<file path="config.mk">
export PLATFORM = sky130hd
export DESIGN_NAME = shape_processor_sequencer
export DESIGN_NICKNAME = d
export VERILOG_FILES = /design/src/rtl/shape_processor_pkg.sv /design/src/rtl/shape_processor_ctrl_resolve.sv /design/src/rtl/shape_processor_sequencer.sv
export SDC_FILE = /design/constraint.sdc
export NUM_CORES = 1
export LEC_CHECK = 0
export BUFFER_PORTS_ARGS = -buffer_cell sky130_fd_sc_hd__buf_2
export CORE_MARGIN = 2
export CORE_UTILIZATION = 49
export DETAILED_ROUTE_END_ITERATION = 8
export PLACE_DENSITY = 0.85
export SETUP_SLACK_MARGIN = 0.2
export SKIP_LAST_GASP = 1
export SLEW_MARGIN = 10
export SYNTH_ARGS = -nofsm -noshare
export SYNTH_HDL_FRONTEND = slang
export SYNTH_HIERARCHICAL = 1
export SYNTH_SLANG_ARGS = --single-unit
</file>
<file path="constraint.sdc">
create_clock -name clk -period 3.1 [get_ports clk]
set_clock_uncertainty 0.2 [all_clocks]
set_input_delay 0.155 -clock clk [delete_from_list [all_inputs] [get_ports clk]]
set_output_delay 0.155 -clock clk [all_outputs]
set_load 0.05 [all_outputs]
</file>
<file path="src/rtl/shape_processor_pkg.sv">
// Shared definitions for the shape processor front end: CTRL SFR layout,
// shape/operation encodings, legality helpers and the CTRL reset value.
package shape_processor_pkg;

    // Shape encodings; KEEP is only meaningful as a write value.
    typedef enum logic [1:0] {
        SHAPE_RESERVED  = 2'b00,
        SHAPE_RECTANGLE = 2'b01,
        SHAPE_TRIANGLE  = 2'b10,
        SHAPE_KEEP      = 2'b11
    } shape_e;

    // Operation encodings; every other 6-bit value is reserved, KEEP only on writes.
    typedef enum logic [5:0] {
        OP_PERIMETER      = 6'h00,
        OP_AREA           = 6'h01,
        OP_IS_SQUARE      = 6'h10,
        OP_IS_EQUILATERAL = 6'h20,
        OP_IS_ISOSCELES   = 6'h21,
        OP_KEEP           = 6'h3F
    } operation_e;

    // CTRL SFR layout, MSB first.
    typedef struct packed {
        logic [13:0] rsvd_hi;    // [31:18]
        logic [1:0]  shape;      // [17:16]
        logic [9:0]  rsvd_lo;    // [15:6]
        logic [5:0]  operation;  // [5:0]
    } ctrl_sfr_reg;

    localparam ctrl_sfr_reg CTRL_RESET_VALUE = '{
        rsvd_hi:   14'd0,
        shape:     SHAPE_RECTANGLE,
        rsvd_lo:   10'd0,
        operation: OP_PERIMETER
    };

    // Only rectangle and triangle can be stored in CTRL.
    function automatic logic is_reserved_shape(input logic [1:0] shape);
        logic rsvd;
        case (shape)
            SHAPE_RECTANGLE, SHAPE_TRIANGLE: rsvd = 1'b0;
            default:                         rsvd = 1'b1;
        endcase
        return rsvd;
    endfunction

    // Only the five implemented operations can be stored in CTRL.
    function automatic logic is_reserved_operation(input logic [5:0] operation);
        logic rsvd;
        case (operation)
            OP_PERIMETER, OP_AREA, OP_IS_SQUARE,
            OP_IS_EQUILATERAL, OP_IS_ISOSCELES: rsvd = 1'b0;
            default:                            rsvd = 1'b1;
        endcase
        return rsvd;
    endfunction

    // Shape-specific predicates only make sense for their own shape.
    function automatic logic is_legal_combination(input logic [1:0] shape,
                                                  input logic [5:0] operation);
        logic legal;
        case (operation)
            OP_PERIMETER, OP_AREA:
                legal = (shape == SHAPE_RECTANGLE) || (shape == SHAPE_TRIANGLE);
            OP_IS_SQUARE:
                legal = (shape == SHAPE_RECTANGLE);
            OP_IS_EQUILATERAL, OP_IS_ISOSCELES:
                legal = (shape == SHAPE_TRIANGLE);
            default:
                legal = 1'b0;
        endcase
        return legal;
    endfunction

endpackage

</file>
<file path="src/rtl/shape_processor_ctrl_resolve.sv">
// Combinational resolution of a CTRL write: applies KEEP fields against the
// current CTRL contents and decides whether the resulting value is legal.
module shape_processor_ctrl_resolve
    import shape_processor_pkg::*;
(
    input  logic [31:0] wr_data,
    input  ctrl_sfr_reg cur_ctrl,
    output ctrl_sfr_reg new_ctrl,
    output logic        accept
);

    logic [1:0] new_shape_s;
    logic [5:0] new_op_s;
    logic       rsvd_unused_s;

    // Reserved write bits and stored reserved bits carry no information.
    assign rsvd_unused_s = ^{wr_data[31:18], wr_data[15:6],
                             cur_ctrl.rsvd_hi, cur_ctrl.rsvd_lo};

    // Resolve KEEP encodings, rebuild CTRL with reserved bits zero, judge legality.
    always_comb begin
        new_shape_s = cur_ctrl.shape;
        new_op_s    = cur_ctrl.operation;
        if (wr_data[17:16] == SHAPE_KEEP) begin
            new_shape_s = cur_ctrl.shape;
        end else begin
            new_shape_s = wr_data[17:16];
        end
        if (wr_data[5:0] == OP_KEEP) begin
            new_op_s = cur_ctrl.operation;
        end else begin
            new_op_s = wr_data[5:0];
        end
        new_ctrl = '{
            rsvd_hi:   14'd0,
            shape:     new_shape_s,
            rsvd_lo:   10'd0,
            operation: new_op_s
        };
        accept = !is_reserved_shape(new_shape_s)
              && !is_reserved_operation(new_op_s)
              && is_legal_combination(new_shape_s, new_op_s);
    end

endmodule

</file>
<file path="src/rtl/shape_processor_sequencer.sv">
// Front-end sequencer for the shape processor datapath: owns CTRL, issues one
// datapath command per accepted legal write, waits for completion under a
// watchdog and holds the result until the consumer takes it.
module shape_processor_sequencer
    import shape_processor_pkg::*;
#(
    parameter int RESULT_W       = 16,
    parameter int TIMEOUT_CYCLES = 64
) (
    input  logic                clk,
    input  logic                rst,
    input  logic                wr_valid,
    output logic                wr_ready,
    input  logic [31:0]         wr_data,
    output logic [31:0]         ctrl_rdata,
    output logic                illegal_wr,
    output logic                dp_start,
    input  logic                dp_ready,
    output logic [1:0]          dp_shape,
    output logic [5:0]          dp_operation,
    input  logic                dp_done,
    input  logic [RESULT_W-1:0] dp_result,
    output logic                res_valid,
    input  logic                res_ready,
    output logic [RESULT_W-1:0] res_data,
    output logic                res_timeout,
    output logic                busy
);

    typedef enum logic [1:0] {
        ST_IDLE   = 2'd0,
        ST_START  = 2'd1,
        ST_WAIT   = 2'd2,
        ST_RESULT = 2'd3
    } state_e;

    localparam int CNT_W = (TIMEOUT_CYCLES > 1) ? $clog2(TIMEOUT_CYCLES) : 1;
    localparam logic [CNT_W-1:0] CNT_LAST = CNT_W'(TIMEOUT_CYCLES - 1);

    state_e          state_r;
    ctrl_sfr_reg     ctrl_r;
    logic [CNT_W-1:0] wdog_cnt_r;
    ctrl_sfr_reg     new_ctrl_s;
    logic            accept_s;

    shape_processor_ctrl_resolve u_resolve (
        .wr_data  (wr_data),
        .cur_ctrl (ctrl_r),
        .new_ctrl (new_ctrl_s),
        .accept   (accept_s)
    );

    // The writer stalls whenever a command is in flight.
    assign wr_ready   = (state_r == ST_IDLE);
    assign ctrl_rdata = ctrl_r;

    // Command sequencing FSM with all handshake outputs registered.
    always_ff @(posedge clk) begin
        if (rst) begin
            state_r      <= ST_IDLE;
            ctrl_r       <= CTRL_RESET_VALUE;
            wdog_cnt_r   <= {CNT_W{1'b0}};
            illegal_wr   <= 1'b0;
            dp_start     <= 1'b0;
            dp_shape     <= 2'b00;
            dp_operation <= 6'b000000;
            res_valid    <= 1'b0;
            res_data     <= {RESULT_W{1'b0}};
            res_timeout  <= 1'b0;
            busy         <= 1'b0;
        end else begin
            illegal_wr <= 1'b0;
            case (state_r)
                ST_IDLE: begin
                    if (wr_valid) begin
                        if (accept_s) begin
                            ctrl_r       <= new_ctrl_s;
                            dp_start     <= 1'b1;
                            dp_shape     <= new_ctrl_s.shape;
                            dp_operation <= new_ctrl_s.operation;
                            busy         <= 1'b1;
                            state_r      <= ST_START;
                        end else begin
                            illegal_wr <= 1'b1;
                        end
                    end
                end
                ST_START: begin
                    // No watchdog here: the datapath may back-pressure indefinitely.
                    if (dp_ready) begin
                        dp_start   <= 1'b0;
                        wdog_cnt_r <= {CNT_W{1'b0}};
                        state_r    <= ST_WAIT;
                    end
                end
                ST_WAIT: begin
                    // Completion takes priority over expiry on the same cycle.
                    if (dp_done) begin
                        res_data    <= dp_result;
                        res_timeout <= 1'b0;
                        res_valid   <= 1'b1;
                        state_r     <= ST_RESULT;
                    end else if (wdog_cnt_r == CNT_LAST) begin
                        res_data    <= {RESULT_W{1'b0}};
                        res_timeout <= 1'b1;
                        res_valid   <= 1'b1;
                        state_r     <= ST_RESULT;
                    end else begin
                        wdog_cnt_r <= wdog_cnt_r + CNT_W'(1);
                    end
                end
                ST_RESULT: begin
                    if (res_ready) begin
                        res_valid   <= 1'b0;
                        res_timeout <= 1'b0;
                        busy        <= 1'b0;
                        state_r     <= ST_IDLE;
                    end
                end
                default: begin
                    dp_start    <= 1'b0;
                    res_valid   <= 1'b0;
                    res_timeout <= 1'b0;
                    busy        <= 1'b0;
                    state_r     <= ST_IDLE;
                end
            endcase
        end
    end

endmodule

</file>
### Word level (Yosys, flattened, before mapping)

Index checks and enable logic that the tools add are counted.

| operators by class | value |
|---|---|
| reduce and logical (&&, ||, !) cells | 22 |
| mux-type cells | 28 |
| bitwise gates (word level) | 2 |
| equality and inequality tests | 19 |
| add/sub/neg operators | 1 |

Operators with widths:

| cell | count |
|---|---|
| 16-bit 2-to-1 mux | 2 |
| 6-bit equality test (second input constant) | 4 |
| 6-bit 2-to-1 mux | 4 |
| 2-bit 2-to-1 mux | 7 |
| 6-bit case mux with 2 select lines | 1 |
| 4-bit AND reduction | 3 |
| 2-bit inequality test (second input constant) | 5 |
| 2-bit nonzero test | 5 |
| 2-bit equality test (second input constant) | 4 |
| 1-bit 2-to-1 mux | 8 |
| 1-bit case mux with 2 select lines | 4 |
| 2-bit case mux with 4 select lines | 1 |
| 6-bit by 1-bit adder with 6-bit output (second input constant) | 1 |
| 6-bit by 1-bit equality test with 1-bit output (second input constant) | 1 |
| 6-bit by 5-bit equality test with 1-bit output (second input constant) | 1 |
| 6-bit logical NOT | 1 |
| 3-bit AND reduction | 2 |
| 2-bit OR reduction | 3 |
| 5-bit AND reduction | 1 |
| 5-bit OR reduction | 1 |
| 2-bit by 1-bit equality test with 1-bit output (second input constant) | 2 |
| 3-bit inequality test (second input constant) | 1 |
| 1-bit case mux with 3 select lines | 1 |
| 3-bit OR reduction | 1 |
| other kinds (6) | 8 |

| storage, ports and cells | value |
|---|---|
| input bits | 54 |
| flip-flop bits (word level) | 39 |
| output and inout port bits | 62 |

### Logic depth before layout (Yosys ltp)

| depth | value |
|---|---|
| depth after elaboration | 9 |
| mapped depth | 13 |
| mapped depth without buffers | 12 |

### By module

Netlist, hierarchy kept.

By module, submodules not included:

| module | area each (sq um) | cells an instance | times used |
|---|---|---|---|
| shape_processor_sequencer | 2437.3 | 278 | 1 |
| shape_processor_ctrl_resolve | 387.9 | 58 | 1 |

### Worst setup path after synthesis

OpenSTA, ideal clock, no wires.

| timing | value |
|---|---|
| path kind | reg-to-reg |
| from | register ctrl_r, in the netlist ctrl_rdata[16] |
| to | register state_r[1] |
| period minus slack after synthesis | 2.778 ns |
| setup slack | 0.322 ns |
| stages on the path, launching flop included | 12 |
| setup time | 0.072 ns |
| arrival | 2.507 ns |
| required time | 2.828 ns |
| cells stage by stage | dfxtp_1 > o21ai_0 > inv_1 > ha_1 > inv_1 > o21ai_0 > a21oi_1 > nor4b_2 > a21boi_0 > a221oi_1 > a21boi_1 > mux2i_1 |

RTL lines:

| item | RTL line | RTL |
|---|---|---|
| from (decl) | shape_processor_sequencer.sv:41 | `ctrl_sfr_reg ctrl_r;` |
| from (signal assigned) | shape_processor_sequencer.sv:77 | `ctrl_r <= new_ctrl_s;` |
| to (signal assigned) | shape_processor_sequencer.sv:60 | `state_r <= ST_IDLE;` |
| to (signal assigned) | shape_processor_sequencer.sv:82 | `state_r <= ST_START;` |
| to (signal assigned) | shape_processor_sequencer.sv:93 | `state_r <= ST_WAIT;` |
| to (decl) | shape_processor_sequencer.sv:40 | `state_e state_r;` |

### Worst setup path in the final report

| timing | value |
|---|---|
| from | input wr_data[3] |
| to | register state_r[1] |

| on the way | value |
|---|---|
| word-level cells in the longest chain between the ends | 8 |
| elaborated cells between the ends (all ways) | 15 |

RTL lines:

| item | RTL line | RTL |
|---|---|---|
| from (decl) | shape_processor_sequencer.sv:14 | `input logic [31:0] wr_data,` |
| 6-bit equality test | shape_processor_ctrl_resolve.sv:29 | `if (wr_data[5:0] == OP_KEEP) begin` |
| 6-bit 2-to-1 mux * | shape_processor_ctrl_resolve.sv:29 |  |
| 6-bit equality test, or another cell as far along | shape_processor_pkg.sv:51, shape_processor_pkg.sv:63 |  |
| 2-bit OR reduction / 5-bit OR reduction (equally long branches) | shape_processor_pkg.sv:63, shape_processor_pkg.sv:51 |  |
| 1-bit case mux with 3 select lines / 1-bit logical AND (equally long branches) | shape_processor_pkg.sv:63, shape_processor_ctrl_resolve.sv:41 |  |
| 1-bit logical AND * | shape_processor_ctrl_resolve.sv:42 | `&& is_legal_combination(new_shape_s, new_op_s);` |
| named net accept_s | shape_processor_sequencer.sv:44 | `logic accept_s;` |
| 2-bit by 1-bit inequality test with 1-bit output (no line) * | - |  |
| 5-bit AND reduction (no line) * | - |  |

The timed path passes the listed nets; every way through them passes the cells marked *.
A chain may end at the register's enable or synchronous reset.

==> impl_metrics.yaml <==
min_path:
  hold_path_class: "input pin to flop"
timing:
  hold_viol_final: 0
  rsz0062_at_grt: "true"
  max_freq_ghz: 0.3412
  setup_viol: 0
  layout_min_cycle_time_ps: 2931
  setup-tns-final_ps: 0
  slew_violations: 0
  worst-slew-pin-transition_ps: 849.9
  min_period_over_period_pct: 94.55
  timing.max_slew.rel_slack_pct: 43.34
worst_setup_path:
  cp_max_fo: 5
  crit_type: "input pin to flop"
  critical_path_required_ps: 3180
  start_kind: "input pin"
  critical_path.endpoint_type: "flop"
  worst_ep_arrival_time_ps: 3010
final_layout:
  area_growth_syn_to_layout_pct: 32.15
  insertedDiodeCount: 0
  share_of_post_route_cells_with_drive_strength_above_1_pct: 27.15
  fin_nets: 510
  final_area_sq_mm: 0.003734
synthesis:
  synthTopCellsByArea: "sky130_fd_sc_hd__dfxtp_1, sky130_fd_sc_hd__nand2_1, sky130_fd_sc_hd__buf_4"
  synth.yosys.seq_area_share_pct: 43.93
  syn_area_sq_mm: 0.002825
  yosysUniqueCellTypes: 43
  synth_cells: 336
  synth.avg_cell_area_sq_um: 8.408
  netlist.top_cell.by_area: "sky130_fd_sc_hd__dfxtp_1"
  yosysWarnings: 6
  postSynthRegisterBits: 62
  yosys-top-cells-count: "sky130_fd_sc_hd__nand2_1, sky130_fd_sc_hd__dfxtp_1, sky130_fd_sc_hd__a21oi_1, sky130_fd_sc_hd__buf_4"
  share_of_the_synthesized_area_in_the_top_cell_type_pct: 43.93
  synth_ff_type: "sky130_fd_sc_hd__dfxtp_1"
  synth_most_common_cell: "sky130_fd_sc_hd__nand2_1"
  async_flop_share_pct: 0
  post_synth_edffs: 0
route:
  initial_drt_markers: 197
  met3RoutedLength_microns: 458
  route.detailed.drc: 0
  drt_pre_antenna_iters: 4
  wire_per_inst_microns: 13.37
  wl_met1_microns: 2867
  totalWireLength_microns: 7020
  detailroute.wirelength.met2_microns: 3505
  viasPerCell: 4.958
  via_count: 2603
  route.top_layer_used: "met4"
  postRouteAntennaNets: 0
floorplan:
  core_region_area_sq_mm: 0.005540
  fp.dieArea_sq_mm: 0.006389
  site_rows: 27
  dieHeight_microns: 79.93
  io_pins: 116
  die_w_microns: 79.93
  start_util_pct: 50.99
placement:
  place.detailed.hpwl_microns: 4457
  finalWeightedCongestion: 0.8131
  placed_area_sq_mm: 0.003188
  numPortBuffers: 91
global_routing:
  grt_max_degree: 42
  first_global_vias: 2471
  gr-usage-all-layers_pct: 22.73
  gr-total-overflow: 0
  grt_first_pass_wirelength_microns: 11170
  grt_antenna_before_repair: 0
cts:
  clk_root_buffer_cell: "sky130_fd_sc_hd__clkbuf_8"
  clock_tree.buffer_depth: 2
  clock_insertion_delay_worst_skew_ps: 350
  clk_transition_reported_paths_ps: 80
  cts_buffers: 9
  clock_sink_count: 62
  cts_tree: "built"
  cts-htree-levels: 3
power:
  irDropWorstVdd_uv: 348.7
  power.density_mw_per_mm2: 551.1
  p_leak_nw: 1.693
flow_run:
  max-cap-violations: 0
run_status:
  run_status: "complete, no violations"
path summary, 6_finish.rpt:
check | to | depth (start not counted) | slack [ps] | startpoint
max reg2reg | state_r[1] | 11 | 400 | dp_shape[1]
min | ctrl_rdata[16] | 5 | 20 | wr_data[16]
max | state_r[1] | 10 | 170 | wr_data[3]
min reg2reg | ctrl_rdata[9] | 2 | 250 | ctrl_rdata[9]
through the flow:
step	utilization (%)	hold WS [ps]	cells	setup slack, ps	total power [mW]
final	67.39	23.48	525	169.1	2.057
after global routing	67.39	78.25	525	91.26	2.138
after CTS	67.14	12.36	525	200.3	2.061
after detailed placement	57.54	166.1	481	334.3	1.130
after global placement	57.54	164.7	481	371.4	1.123
after floorplan	-	58.21	359	321.6	1.086
area by class of cell:
type                       instances  area, sq um
fill                             463         1807
multi-input combinational        234         1314
sequential                        62         1241
timing repair buffer             124        773.2
clock inverter                     7        127.6
clock buffer                       9        123.9
tap                               72        90.09
inverter                          17        63.81
state kept, by name (all words and copies together) (netlist names):
register,flops
dp_start,1
state_r,2
wdog_cnt_r,6
res_data,16
res_timeout,1
dp_shape,2
illegal_wr,1
busy,1
ctrl_rdata,31
res_valid,1
kinds of logic (layout without fill, tap and decap cells):
group | Yosys count | count (layout) | share of synthesized area, %
AND/OR/NAND/NOR | 106 | 106 | 16.65
flip-flops | 62 | 62 | 43.93
AO/OA/AOI/OAI | 92 | 92 | 21.08
multiplexers | 3 | 3 | 1.240
XOR/XNOR | 1 | 1 | 0.3101
adder cells (fa/ha/maj) | 8 | 8 | 3.543
other | 1 | 24 | 0.1327
buffers and inverters | 63 | 157 | 13.11
timing repair:
item,CTS,global route
resized for setup,0,4
setup buffers,0,0
hold endpoints to repair,27,0
hold buffers,28,0
setup endpoints to repair,0,12
placed cells by master, fill, tap and decap left out, types with 2 or more instances in the layout:
master and count:
sky130_fd_sc_hd__o21a_1 5, sky130_fd_sc_hd__inv_6 3, sky130_fd_sc_hd__a22o_1 16, sky130_fd_sc_hd__a21boi_0 2
sky130_fd_sc_hd__conb_1 24, sky130_fd_sc_hd__nand3_1 3, sky130_fd_sc_hd__buf_2 91, sky130_fd_sc_hd__buf_4 5
sky130_fd_sc_hd__inv_1 16, sky130_fd_sc_hd__nand2b_1 5, sky130_fd_sc_hd__dfxtp_1 62, sky130_fd_sc_hd__nor2_1 6
sky130_fd_sc_hd__bufinv_16 3, sky130_fd_sc_hd__ha_1 8, sky130_fd_sc_hd__dlygate4sd3_1 28, sky130_fd_sc_hd__mux2i_1 2
sky130_fd_sc_hd__or3_1 4, sky130_fd_sc_hd__a21oi_1 45, sky130_fd_sc_hd__o32ai_1 2, sky130_fd_sc_hd__nand2_1 76
sky130_fd_sc_hd__nor3_1 2, sky130_fd_sc_hd__clkbuf_8 9, sky130_fd_sc_hd__o21ai_0 11
power breakdown:
| part | total (mW) | internal, mW | switching, mW |
|---|---|---|---|
| Combinational | 0.320 | 0.120 | 0.199 |
| Sequential | 0.836 | 0.818 | 0.0179 |
| Clock | 0.902 | 0.548 | 0.354 |
critical path, cell delays in order:
cell and delay, ps:
sky130_fd_sc_hd__dlygate4sd3_1 540, sky130_fd_sc_hd__buf_2 120, sky130_fd_sc_hd__nand4_1 220, sky130_fd_sc_hd__o41ai_1 460
sky130_fd_sc_hd__nand2b_1 170, sky130_fd_sc_hd__nor4b_4 330, sky130_fd_sc_hd__a21boi_0 210, sky130_fd_sc_hd__a221oi_1 330
sky130_fd_sc_hd__a21boi_2 280, sky130_fd_sc_hd__mux2i_1 190
metal layers:
metal / track usage (%) / vias to the layer above
li1: - / 1310
met5: 0 / -
met3: 4.751 / 19
met1: 27.79 / 1167
met4: 13.22 / 0
met2: 36.75 / 107
Power figures use the tool's default switching activity.
